`config.mk`:
```
export PLATFORM = sky130hd
export DESIGN_NAME = full_adder_4bit
export DESIGN_NICKNAME = d
export VERILOG_FILES = /design/src/rtl/full_adder_4bit_pkg.sv /design/src/rtl/full_adder_4bit_full_adder.sv /design/src/rtl/full_adder_4bit.sv
export SDC_FILE = /design/constraint.sdc
export NUM_CORES = 1
export LEC_CHECK = 0
export ABC_AREA = 1
export CAP_MARGIN = 20
export CELL_PAD_IN_SITES_DETAIL_PLACEMENT = 1
export CELL_PAD_IN_SITES_GLOBAL_PLACEMENT = 1
export CORE_AREA = 2 2 39 41
export CTS_BUF_LIST = sky130_fd_sc_hd__clkbuf_8
export CTS_CLUSTER_DIAMETER = 150
export DETAILED_ROUTE_END_ITERATION = 6
export DIE_AREA = 0 0 41 43
export GPL_ROUTABILITY_DRIVEN = 0
export PLACE_DENSITY = 0.78
export SLEW_MARGIN = 20
export SYNTH_ARGS = -nofsm -noshare
export SYNTH_HDL_FRONTEND = slang
export SYNTH_SLANG_ARGS = --single-unit
export TNS_END_PERCENT = 20
```
`constraint.sdc`:
```
create_clock -name clk -period 5.2 [get_ports clk]
set_input_delay 1.04 -clock clk [delete_from_list [all_inputs] [get_ports clk]]
set_output_delay 1.04 -clock clk [all_outputs]
set_load 0.01 [all_outputs]
```
`src/rtl/full_adder_4bit_pkg.sv`:
```
// Shared width constant for the 4-bit ripple-carry adder slice.
package full_adder_4bit_pkg;

    localparam int WIDTH = 4;

endpackage

```
`src/rtl/full_adder_4bit_full_adder.sv`:
```
// One-bit full adder cell; the 4-bit adder chains four of these through its carries.
module full_adder (
    input  logic a,
    input  logic b,
    input  logic cin,
    output logic sum,
    output logic cout
);

    assign sum  = a ^ b ^ cin;
    assign cout = (a & b) | (cin & (a ^ b));

endmodule

```
`src/rtl/full_adder_4bit.sv`:
```
// 4-bit ripple-carry adder with combinational sum/carry/overflow and a registered copy.
module full_adder_4bit
    import full_adder_4bit_pkg::*;
(
    input  logic [WIDTH-1:0] a,
    input  logic [WIDTH-1:0] b,
    input  logic             cin,
    output logic [WIDTH-1:0] sum,
    output logic             cout,
    input  logic             clk,
    input  logic             rst,
    output logic             ovf,
    output logic [WIDTH-1:0] sum_r,
    output logic             cout_r,
    output logic             ovf_r
);

    logic [WIDTH:0]   c;
    logic [WIDTH-1:0] sum_d, sum_q;
    logic             cout_d, cout_q;
    logic             ovf_d, ovf_q;

    assign c[0] = cin;

    for (genvar i = 0; i < WIDTH; i++) begin : g_bit
        full_adder u_fa (
            .a   (a[i]),
            .b   (b[i]),
            .cin (c[i]),
            .sum (sum[i]),
            .cout(c[i+1])
        );
    end

    // Signed overflow: carry into the sign bit differs from carry out of it.
    assign cout = c[WIDTH];
    assign ovf  = c[WIDTH-1] ^ c[WIDTH];

    assign sum_d  = sum;
    assign cout_d = cout;
    assign ovf_d  = ovf;

    always_ff @(posedge clk or posedge rst) begin
        if (rst) begin
            sum_q  <= '0;
            cout_q <= 1'b0;
            ovf_q  <= 1'b0;
        end else begin
            sum_q  <= sum_d;
            cout_q <= cout_d;
            ovf_q  <= ovf_d;
        end
    end

    assign sum_r  = sum_q;
    assign cout_r = cout_q;
    assign ovf_r  = ovf_q;

endmodule

```
After elaboration in Yosys (flattened, before gate mapping)
Index checks and enable logic that the tools add are counted.

Input bits: 11. Register bits: 6. Latch bits: 0. RAM bits: 0. Word-level logic and storage cells: 24. Memories: 0. Memory bits (read-only): 0.

$lt $le $gt $ge: 0. Div/mod/pow operators: 0. Reduce and logical (&&, ||, !) cells: 0. Add/subtract/negate cells: 0. Shift operators: 0. Eq/ne operators: 0. Bitwise logic cells: 21. Multiply operators: 0. Mux-type cells: 0.

Operator list (number): $xor 1x1->1 (9); $and 1x1->1 (8); $or 1x1->1 (4).

Longest topological paths before layout
Gate-level depths: netlist (run 1).

Word-level depth: 10. Gate-level depth with buffers: 10. Depth with buffers taken out: 10.

Hierarchy
A second synthesis (run 1) with hierarchy kept.

Cells, all modules: 16. Area total of the unflattened synthesis: 252.7 µm².

By module, submodules not included: full_adder_4bit (times used 1, area each 172.7 µm², cells an instance 12, sequential area each 150.1 µm²); full_adder (times used 4, area each 20.0 µm², cells an instance 1, sequential area each 0.0 µm²).

Worst setup path after synthesis (run 1)
No wires, ideal clock.

Path kind: input port to output port. Start: input port a[0]. End: output port sum[3]. Path slack: 1440 ps. Arrival time: 2720 ps. Stages on the path: 9. Cells stage by stage: fa_1 inv_1 fa_1 inv_1 fa_1 inv_1 fa_1 inv_1 buf_4.

Longest elaborated chain between the ends: 8. Elaborated cells on any way between the ends: 9. Those cells by class: bitwise: 9.

RTL lines: start: declaration (RTL line full_adder_4bit.sv:5) `input logic [WIDTH-1:0] a,`; $xor 1x1->1 (RTL line full_adder_4bit_full_adder.sv:11) `assign cout = (a & b) | (cin & (a ^ b));`; $and 1x1->1 (RTL line full_adder_4bit_full_adder.sv:11); $or 1x1->1 * (RTL line full_adder_4bit_full_adder.sv:11); $and 1x1->1 * (RTL line full_adder_4bit_full_adder.sv:11); $or 1x1->1 * (RTL line full_adder_4bit_full_adder.sv:11); $and 1x1->1 * (RTL line full_adder_4bit_full_adder.sv:11); $or 1x1->1 * (RTL line full_adder_4bit_full_adder.sv:11); $xor 1x1->1 * (RTL line full_adder_4bit_full_adder.sv:10) `assign sum = a ^ b ^ cin;`; end: declaration (RTL line full_adder_4bit.sv:8) `output logic [WIDTH-1:0] sum,`.

Every way passes the cells marked *; elsewhere a longest branch is shown, timed or not.

Worst setup path in the final report (run 1)
Same ends and word-level chain as after synthesis.

==> results of run 1 <==
==> kinds of logic after synthesis <==
logic type | after synthesis | synth area share, %
adder cells (fa/ha/maj) | 4 | 25.60
buffers and inverters | 15 | 22.80
flip-flops | 6 | 48.00
AND/OR/NAND/NOR | 3 | 3.600
==> registers in the layout (all words and copies together), names as in the netlist <==
| register | count |
|---|---|
| cout_r | 1 |
| ovf_r | 1 |
| sum_r | 4 |
==> critical path: cells and delay by family <==
| family | cells | cell delay (ns) |
|---|---|---|
| buffers and inverters | 6 | 1.31 |
| adder cells (fa/ha/maj) | 4 | 1.36 |
==> per-layer routing <==
| layer | global-route usage [%] | wire length (um) | vias to the layer above |
|---|---|---|---|
| met5 | 0 | 0 | - |
| met3 | 0 | 24 | 2 |
| met1 | 7.692 | 192 | 118 |
| li1 | - | - | 112 |
| met2 | 15.94 | 435 | 11 |
| met4 | 12.00 | 14 | 0 |
==> path summary, 6_finish.rpt <==
path / to
min: sum_r[1]$_DFF_PP0_
max: sum[3]
max in group asynchronous: sum_r[2]$_DFF_PP0_
min in group clk: sum_r[0]$_DFF_PP0_
==> stage by stage <==
step	power (W)	cells	util, %	hold WS (ns)	worst slack, ns
after floorplan	0.00008468	28	-	0.8310	1.440
after global placement	0.0001163	62	37.79	1.266	0.5193
after detailed placement	0.0001188	62	37.79	1.278	0.4716
after CTS	0.0001874	65	40.78	1.049	0.4394
after global routing	0.0001951	65	40.78	1.080	0.3484
final	0.0001833	65	40.78	1.040	0.4616
==> cell usage in the layout, fill, tap and decap left out <==
| master | count |
|---|---|
| sky130_fd_sc_hd__clkdlybuf4s50_1 | 22 |
| sky130_fd_sc_hd__nand2_1 | 3 |
| sky130_fd_sc_hd__dfrtp_1 | 6 |
| sky130_fd_sc_hd__inv_2 | 1 |
| sky130_fd_sc_hd__inv_1 | 10 |
| sky130_fd_sc_hd__fa_1 | 4 |
| sky130_fd_sc_hd__clkbuf_8 | 3 |
==> area by class of cell <==
cell class,count,area [um^2],share of cell area (%)
Timing Repair Buffer,22,220.2,39.02
Sequential cell,6,150.1,26.61
Multi-Input combinational cell,7,91.34,16.19
Clock buffer,3,41.29,7.317
Inverter,11,41.29,7.317
Tap cell,16,20.02,3.548
==> power breakdown <==
| group | leakage, nW | internal, W | switching [W] |
|---|---|---|---|
| clock | 0.0216 | 0.0000494 | 0.0000168 |
| combinational | 0.181 | 0.0000365 | 0.0000243 |
| sequential | 0.0702 | 0.0000544 | 0.00000191 |
| total | 0.273 | 0.000140 | 0.0000430 |
==> run metrics, run 1 <==
class of the most critical hold timing path=in -> async; area share of the leading cell type in the synthesized netlist=a little under half; pin count of the biggest net entering global routing=7; synthesized area divided by synthesized cell count=11.17 um^2; Worst path slowest cell=sky130_fd_sc_hd__clkdlybuf4s50_1; maximum single-stage delay on the critical path=0.55 ns; critical-path cell list=clkdlybuf4s50_1, fa_1, inv_1, fa_1, inv_1, fa_1, inv_1, fa_1, inv_1, clkdlybuf4s50_1; number of violations reported at the end of detailed-routing iteration 0=0; drt via density=3.738; total negative slack=0 ns; final antenna diode count=0; top post-synthesis cells by area=sky130_fd_sc_hd__dfrtp_1 48%, sky130_fd_sc_hd__fa_1 26%, sky130_fd_sc_hd__inv_1 12%, sky130_fd_sc_hd__buf_4 9.6%, sky130_fd_sc_hd__nand2_1 3.6%; dominant cell type by area after synthesis=sky130_fd_sc_hd__dfrtp_1; total count of max-transition violations in the final report=0; filler cell count=163; worst vdd rail ir drop=0.0001003 V; clock tree root driver cell=sky130_fd_sc_hd__clkbuf_8; number of nets produced by synthesis=43; post-route standard cell area excluding fillers=564.3 um^2; Core Region=approximately 1400 um^2; share of synthesized registers carrying an async set or reset=between 90% and 100%; run status=finished, final reports clean; setup repair after global routing missed its margin=no; number of synthesis warnings=0; CTS Sinks=6; area post-placement=around 520 um^2; number of levels the H-tree was split into=1; global-route wire length before repair=979 um; fmax=0.2110 GHz; Synth Cell Area=312.8 um^2; clock-pin transition on the worst setup and hold timing paths=0.03 ns; width of the die=between 40 and 50 um; number of clock buffers inserted by TritonCTS=3; clock tree from TritonCTS=yes; number of primary I/O pins=23; area of the die=1763 um^2; length of the first detailed-routing pass in iterations=1; share of the clock period used by the worst path=91.12%; Total Wirelength=668 um; total via count after detailed routing=~240; Leak Pwr=0.2733 nW; wire length per cell after detailed routing=10.28 um; buffer levels on the longest clock path=2; Setup crit start kind=input port; maximum capacitance violations=0; count of cells resized by post-cts repair=0; Port-buffer cells=22; Rel. slew slack=between 80% and 90%; Layout Area Growth over Synthesis=80.40%; share of final-layout standard cells stronger than drive strength 1=8.163%; post-CTS repair timing setup buffer count=0; number of flops mapped to enable cells by yosys=0; final setup vio count=0; net count reported at finish=66; pin slew with the least headroom to its limit=0.2141 ns; post-synthesis register bit count=6; initial antenna violation count=0; list of most frequent post-synthesis cells=10 x sky130_fd_sc_hd__inv_1, 6 x sky130_fd_sc_hd__dfrtp_1, 4 x sky130_fd_sc_hd__buf_4, 4 x sky130_fd_sc_hd__fa_1, 3 x sky130_fd_sc_hd__nand2_1; Critical Path Source=a[0]; most common cell in the synthesized netlist=sky130_fd_sc_hd__inv_1; nature of the critical path endpoint=primary output; die height=43 um; maximum net fanout on the critical path=2; endpoint arrival time on the critical path=between 3 and 4 ns; final count of hold timing violations=0; critical path class=in -> out; number of global-route vias before repair=247; data required time of the worst path=4.16 ns; antenna-violating nets left=0; Pwr Density=324.8 nW/um^2; minimum clock period after layout=4.738 ns; synth unique cells=6; number of instances in the synthesized netlist=28; number of standard-cell rows in the floorplan=14; part of the Yosys area used for sequential elements=48.00%; Most used DFF post-synth=sky130_fd_sc_hd__dfrtp_1; total of hold buffers inserted after clock tree synthesis=0; overall overflow remaining after global route=0; GRT Overall Usage=9.350%; final HPWL from detailed placement=approximately 610 um; initial core utilization=22.60%; post-route DRC violation count=0
(Power assumes the default switching activity.)
==> run 2, diff against run 1 <==
Settings changed: MAX_ROUTING_LAYER set to met4.
==> results of run 2 <==
The final DEF is identical to that of run 1; final timing and power are the same.
Main changes from that run: overall routing resource usage 9.350% -> 9.583%
